$ cat config.mk
export PLATFORM = sky130hd
export DESIGN_NAME = seg7_disp_arbiter_flat
export DESIGN_NICKNAME = d
export VERILOG_FILES = /design/src/rtl/seg7_disp_arbiter_if.sv /design/src/rtl/seg7_disp_arbiter.sv /design/src/flat_wrapper.sv
export SDC_FILE = /design/constraint.sdc
export NUM_CORES = 1
export LEC_CHECK = 0
export ABC_AREA = 1
export BUFFER_PORTS_ARGS = -buffer_cell sky130_fd_sc_hd__buf_2
export CELL_PAD_IN_SITES_DETAIL_PLACEMENT = 1
export CELL_PAD_IN_SITES_GLOBAL_PLACEMENT = 2
export CORE_ASPECT_RATIO = 1.5
export CORE_MARGIN = 4
export CORE_UTILIZATION = 31
export DETAILED_ROUTE_END_ITERATION = 8
export GPL_ROUTABILITY_DRIVEN = 0
export HOLD_SLACK_MARGIN = 0.12
export PLACE_DENSITY_LB_ADDON = 0.12
export SYNTH_ARGS = -nofsm -noshare
export SYNTH_HDL_FRONTEND = slang
export SYNTH_SLANG_ARGS = --single-unit
$ cat constraint.sdc
create_clock -name clk -period 2.9 [get_ports clk]
set_input_delay 0.145 -clock clk [delete_from_list [all_inputs] [get_ports clk]]
set_output_delay 0.145 -clock clk [all_outputs]
set_load 0.02 [all_outputs]
$ cat src/rtl/seg7_disp_arbiter_if.sv
// seg7_disp_arbiter_if: request/display bundle between two requesters and the
// seven-segment display arbiter.
//   req_i   : per-requester request, held high until its ack
//   val0_i  : requester 0 value, NDIG hex digits, digit 0 in [3:0]
//   val1_i  : requester 1 value
//   lzb_i   : leading-zero blanking enable, sampled when a value is latched
//   ack_o   : one-cycle pulse, value latched for that requester
//   owner_o : one-hot current display owner, 0 = none since reset
//   digit_o : registered 4-bit codes per digit
//   blank_o : registered per-digit blank, 1 = dark
interface seg7_disp_arbiter_if #(parameter int NDIG = 6);
  logic [1:0]        req_i;
  logic [4*NDIG-1:0] val0_i;
  logic [4*NDIG-1:0] val1_i;
  logic              lzb_i;
  logic [1:0]        ack_o;
  logic [1:0]        owner_o;
  logic [4*NDIG-1:0] digit_o;
  logic [NDIG-1:0]   blank_o;

  modport master (output req_i, val0_i, val1_i, lzb_i,
                  input  ack_o, owner_o, digit_o, blank_o);
  modport slave  (input  req_i, val0_i, val1_i, lzb_i,
                  output ack_o, owner_o, digit_o, blank_o);
endinterface

$ cat src/rtl/seg7_disp_arbiter.sv
// seg7_disp_arbiter: shares one NDIG-digit seven-segment bank between two
// requesters. A granted value is latched and held for at least HOLD clocks,
// then the display is re-arbitrated round-robin.
//   clk   : clock, rising edge
//   rst_n : asynchronous active-low reset
//   bus   : slave side of seg7_disp_arbiter_if (req/val/lzb in,
//           ack/owner/digit/blank out, all outputs registered)
module seg7_disp_arbiter #(
  parameter int NDIG = 6,
  parameter int HOLD = 50000000,
  parameter int CW   = 26
) (
  input  logic               clk,
  input  logic               rst_n,
  seg7_disp_arbiter_if.slave bus
);

  typedef enum logic [1:0] {S_IDLE, S_SHOW, S_OPEN} state_t;

  localparam logic [CW-1:0] HOLD_M1 = CW'(HOLD - 1);

  state_t            state_q, state_d;
  logic [CW-1:0]     cnt_q, cnt_d;
  logic              ptr_q, ptr_d;      // requester favoured on a tie
  logic [1:0]        ack_q, ack_d;
  logic [1:0]        owner_q, owner_d;
  logic [4*NDIG-1:0] digit_q, digit_d;
  logic [NDIG-1:0]   blank_q, blank_d;

  logic              win;
  logic [4*NDIG-1:0] win_val;
  logic [NDIG-1:0]   lz_blank;
  logic              hold_done, arb_pt, grant;

  // Winner: a lone request wins outright, a tie goes to the pointer.
  assign win     = (bus.req_i == 2'b10) || ((bus.req_i == 2'b11) && ptr_q);
  assign win_val = win ? bus.val1_i : bus.val0_i;

  // Digit i goes dark when it and every digit above it are zero; digit 0
  // always stays lit so a zero value shows a single "0".
  assign lz_blank[0] = 1'b0;
  for (genvar i = 1; i < NDIG; i++) begin : g_lzb
    assign lz_blank[i] = bus.lzb_i & ~(|win_val[4*NDIG-1:4*i]);
  end

  assign hold_done = (state_q == S_SHOW) && (cnt_q == HOLD_M1);
  assign arb_pt    = (state_q != S_SHOW) || hold_done;
  assign grant     = arb_pt && (|bus.req_i);

  always_comb begin
    state_d = state_q;
    cnt_d   = cnt_q;
    ptr_d   = ptr_q;
    ack_d   = 2'b00;
    owner_d = owner_q;
    digit_d = digit_q;
    blank_d = blank_q;
    if (grant) begin
      digit_d = win_val;
      blank_d = lz_blank;
      ack_d   = win ? 2'b10 : 2'b01;
      owner_d = win ? 2'b10 : 2'b01;
      ptr_d   = ~win;
      cnt_d   = '0;
      state_d = S_SHOW;
    end else if (hold_done) begin
      state_d = S_OPEN;                 // counter freezes, display kept
    end else if (state_q == S_SHOW) begin
      cnt_d   = cnt_q + CW'(1);
    end
  end

  always_ff @(posedge clk or negedge rst_n) begin
    if (!rst_n) begin
      state_q <= S_IDLE;
      cnt_q   <= '0;
      ptr_q   <= 1'b0;
      ack_q   <= 2'b00;
      owner_q <= 2'b00;
      digit_q <= '0;
      blank_q <= '1;
    end else begin
      state_q <= state_d;
      cnt_q   <= cnt_d;
      ptr_q   <= ptr_d;
      ack_q   <= ack_d;
      owner_q <= owner_d;
      digit_q <= digit_d;
      blank_q <= blank_d;
    end
  end

  assign bus.ack_o   = ack_q;
  assign bus.owner_o = owner_q;
  assign bus.digit_o = digit_q;
  assign bus.blank_o = blank_q;

endmodule

$ cat src/flat_wrapper.sv
// flat-port wrapper written by rule: the top's interface ports become plain ports
module seg7_disp_arbiter_flat 
#(
  parameter int NDIG = 6,
  parameter int HOLD = 50000000,
  parameter int CW   = 26
)
  (clk, rst_n, bus_req_i, bus_val0_i, bus_val1_i, bus_lzb_i, bus_ack_o, bus_owner_o, bus_digit_o, bus_blank_o);
  seg7_disp_arbiter_if #(.NDIG(NDIG)) bus_i ();
  input  logic clk;
  input  logic rst_n;
  input wire logic [$bits(bus_i.req_i)-1:0] bus_req_i;
  input wire logic [$bits(bus_i.val0_i)-1:0] bus_val0_i;
  input wire logic [$bits(bus_i.val1_i)-1:0] bus_val1_i;
  input wire logic [$bits(bus_i.lzb_i)-1:0] bus_lzb_i;
  output wire logic [$bits(bus_i.ack_o)-1:0] bus_ack_o;
  output wire logic [$bits(bus_i.owner_o)-1:0] bus_owner_o;
  output wire logic [$bits(bus_i.digit_o)-1:0] bus_digit_o;
  output wire logic [$bits(bus_i.blank_o)-1:0] bus_blank_o;
  assign bus_i.req_i = bus_req_i;
  assign bus_i.val0_i = bus_val0_i;
  assign bus_i.val1_i = bus_val1_i;
  assign bus_i.lzb_i = bus_lzb_i;
  assign bus_ack_o = bus_i.ack_o;
  assign bus_owner_o = bus_i.owner_o;
  assign bus_digit_o = bus_i.digit_o;
  assign bus_blank_o = bus_i.blank_o;
  seg7_disp_arbiter #(.NDIG(NDIG), .HOLD(HOLD), .CW(CW)) u_core (.clk(clk), .rst_n(rst_n), .bus(bus_i));
endmodule
==> results_dict.tcl <==
set metrics [dict create \
    status "finished, final reports clean" \
    slew_viol_final 0 \
    grt_pass1_wl_um 18600 \
    maxSlewHeadroom_pct 52.2 \
    synth_edf_count 0 \
    period_minus_slack_ns 2.54 \
    finClkSkew_ns 0.00984 \
    setup_violations 0 \
    start_kind "flop" \
    first_global_vias 3824 \
    crit_buf_inv 3 \
    synth-seq-cells 62 \
    drt-pass1-iter-count 4 \
    rsz0062_at_grt "no" \
    crit_arrival_ns 2.80 \
    worstMarginPinSlew_ns 0.718 \
    crit_family "simple AND/OR/NAND/NOR gates" \
    synthDistinctLibCells 25 \
    post_cts_buffers 0 \
    die_y_um 135 \
    ios 87 \
    min_path_type "input port to flop" \
    vias 3381 \
    ys.flop_type "dfrtp_1" \
    drt_wl_total_um 11100 \
    syn-mean-instance-area_um2 7.10 \
    cts.clk_slew.worst_paths_ns 0.06 \
    critPathMaxStageDelay_ns 0.55 \
    fp.coreArea_um2 10600 \
    synth-seq-area-share_pct 46.6 \
    synth_top_area_cell "dfrtp_1" \
    hold_viol 0 \
    cp-end-kind "flop" \
    p_leak_uw 0.00233 \
    synth.area.top_cells "dfrtp_1 (42%), nand2_1 (22%), inv_1 (5.2%)" \
    antenna_found_initial 0 \
    viasPerCell 4.72 \
    ant_nets 0 \
    cts_tree "built" \
    h-tree-depth 3 \
    initial_utilization_pct 31.6 \
    hpwl_um 8670 \
    clockBufferDepth 2 \
    power.density_nw_per_um2 472 \
    floorplan.rows 46 \
    path_class "flop to flop" \
    crit_required_ns 3.16 \
    worstSkewPairLatency_ns 0.33 \
    fin_setup_tns_ns 0 \
    fp.dieW_um 92.8 \
    synthArstFlopShare_pct 100 \
    cts_num_sinks 62 \
    synth.top_cell.area_share_pct 41.9 \
    avgRoutedWirePerCell_um 15.5 \
    crit_path_frequent_cell "nand2_1" \
    n_fill_cell 1382 \
    fin_crit_sh_pct 87.5 \
    syn_nets 525 \
    cap_viol_max_count 0 \
    yosysWarnings 0 \
    cts_made_buffers 9 \
    vdd_ir_drop_max_uv 226 \
    whs_ns 0.129 \
    synth_area_um2 3340 \
    drive_above_1_share_pct 21.3 \
    postSynthCellCount 471 \
    drc_errors 0 \
    netlist_top_cells_count "nand2_1 (193), dfrtp_1 (56), inv_1 (46)" \
    drtIter0Drc 78 \
    synth.most_common_cell "nand2_1" \
    die_area_um2 12500 \
    syn2layout_area_growth_pct 29.1 \
    crit_fanout 28 \
    final_net_count 623 \
    grt_max_degree 36 \
    path_cells "ha_1, inv_1, nor2_1, nand2_1, nor2_2, nand2_2, nand2_4, nand2_8, buf_6, nor2_4, nand2_1, nand3_1, dlygate4sd3_1" \
    cpMaxStageDelayCell "dlygate4sd3_1" \
    port_buffers 86 \
    cts-root-buf "clkbuf_16" \
    fmax_ghz 0.394 \
    overflow 0 \
    antennaDiodeCount 0 \
    track_usage_pct 18.9 \
]
## flip-flops by register name (all words and copies together), names as in the netlist
| signal | count |
|---|---|
| u_core.cnt_q | 26 |
| u_core.bus.blank_o | 6 |
| u_core.bus.digit_o | 24 |
| u_core.state_q | 2 |
| u_core.bus.ack_o | 2 |
| u_core.bus.owner_o | 2 |
## routing by layer
metal / track usage [%] / vias to the layer above / part of all wire [%]
met4: 9.13 / 0 / 3.5
met5: 0 / - / 0
li1: - / 1677 / -
met2: 34.5 / 82 / 54
met3: 4.67 / 24 / 4.3
met1: 20.2 / 1598 / 39
## worst register-to-register path, cell delays in order, from the launching register on
cell           delay (ns)
dfrtp_1              0.41
ha_1                 0.22
inv_1                0.06
nor2_1               0.10
nand2_1              0.07
nor2_2               0.14
nand2_2              0.09
nand2_4              0.14
nand2_8              0.16
buf_6                0.22
nor2_4               0.16
nand2_1              0.08
nand3_1              0.09
dlygate4sd3_1        0.55
## final timing paths
path | startpoint | end | slack, ns | cells after the start
hold reg to reg | u_core.bus.blank_o[0]$_DFFE_PN1N_ | u_core.bus.blank_o[0]$_DFFE_PN1N_ | 0.45 | 2
setup reg to reg | u_core.cnt_q[0]$_DFFE_PN0P_ | u_core.bus.digit_o[3]$_DFFE_PN0N_ | 0.36 | 13
min in group asynchronous | rst_n | u_core.state_q[1]$_DFFE_PN0P_ | 0.41 | 2
hold / removal | bus_val1_i[12] | u_core.bus.digit_o[12]$_DFFE_PN0N_ | 0.13 | 5
max in group asynchronous | rst_n | u_core.bus.blank_o[4]$_DFFE_PN1N_ | 1.78 | 3
setup / recovery | u_core.cnt_q[0]$_DFFE_PN0P_ | u_core.bus.digit_o[3]$_DFFE_PN0N_ | 0.36 | 13
## layout make-up
type | instances | area, um2 | share of cell area [%]
clock buffer | 11 | 243 | 5.62
multi-input combinational | 349 | 1540 | 35.6
sequential | 62 | 1560 | 36.1
clock inverter | 4 | 47.5 | 1.10
tap | 144 | 180 | 4.17
inverter | 47 | 176 | 4.09
timing repair buffer | 100 | 574 | 13.3
## through the flow
stage | utilization [%] | std cells | total power (uW) | instance area, um2 | setup WS [ns]
2_1_floorplan | - | 471 | 919 | 3340 | 1.28
3_3_place_gp | 37.0 | 693 | 987 | 3910 | 0.806
3_5_place_dp | 37.0 | 693 | 988 | 3910 | 0.721
4_1_cts | 40.5 | 717 | 2070 | 4290 | 0.167
5_1_grt | 40.8 | 717 | 2110 | 4320 | 0.0455
6_report | 40.8 | 717 | 2040 | 4320 | 0.362
## logic make-up (layout without fill, tap and decap cells)
| kind of cell | count (synthesis) | after routing | share of synthesized area (%) |
|---|---|---|---|
| DFF | 62 | 62 | 46.6 |
| buffers and inverters | 60 | 162 | 7.97 |
| adders and majority gates | 1 | 1 | 0.374 |
| xor gates and xnor gates | 3 | 3 | 0.786 |
| and+or+nand+nor | 304 | 304 | 37.8 |
| AOI/OAI and AO/OA | 41 | 41 | 6.40 |
## repair_timing
| action | 4_1_cts | 5_1_grt |
|---|---|---|
| resized for setup | 0 | 4 |
| endpoints found under the setup margin | 0 | 4 |
| hold buffers | 9 | 0 |
| endpoints found under the hold margin | 30 | 0 |
## cells in the final DEF (no fill, tap or decap), drive strengths merged
cell / netlist / final
nor4: 2 / 2
inv: 47 / 47
dfstp: 6 / 6
ha: 1 / 1
a21oi: 7 / 7
nand2: 198 / 198
nor2: 49 / 49
nand4: 14 / 14
nand3: 29 / 29
clkinvlp: 0 / 1
o21ai: 32 / 32
buf: 12 / 91
nor3: 12 / 12
dlygate4sd3: 0 / 9
a22o: 1 / 1
clkinv: 0 / 2
clkbuf: 1 / 11
xor2: 3 / 3
o22ai: 1 / 1
bufinv: 0 / 1
dfrtp: 56 / 56
## power by group
group	switching, uW	internal (uW)
sequential	0	866
combinational	63.6	45.6
clock	382	680
No activity file was read; power rests on OpenSTA's default activity.
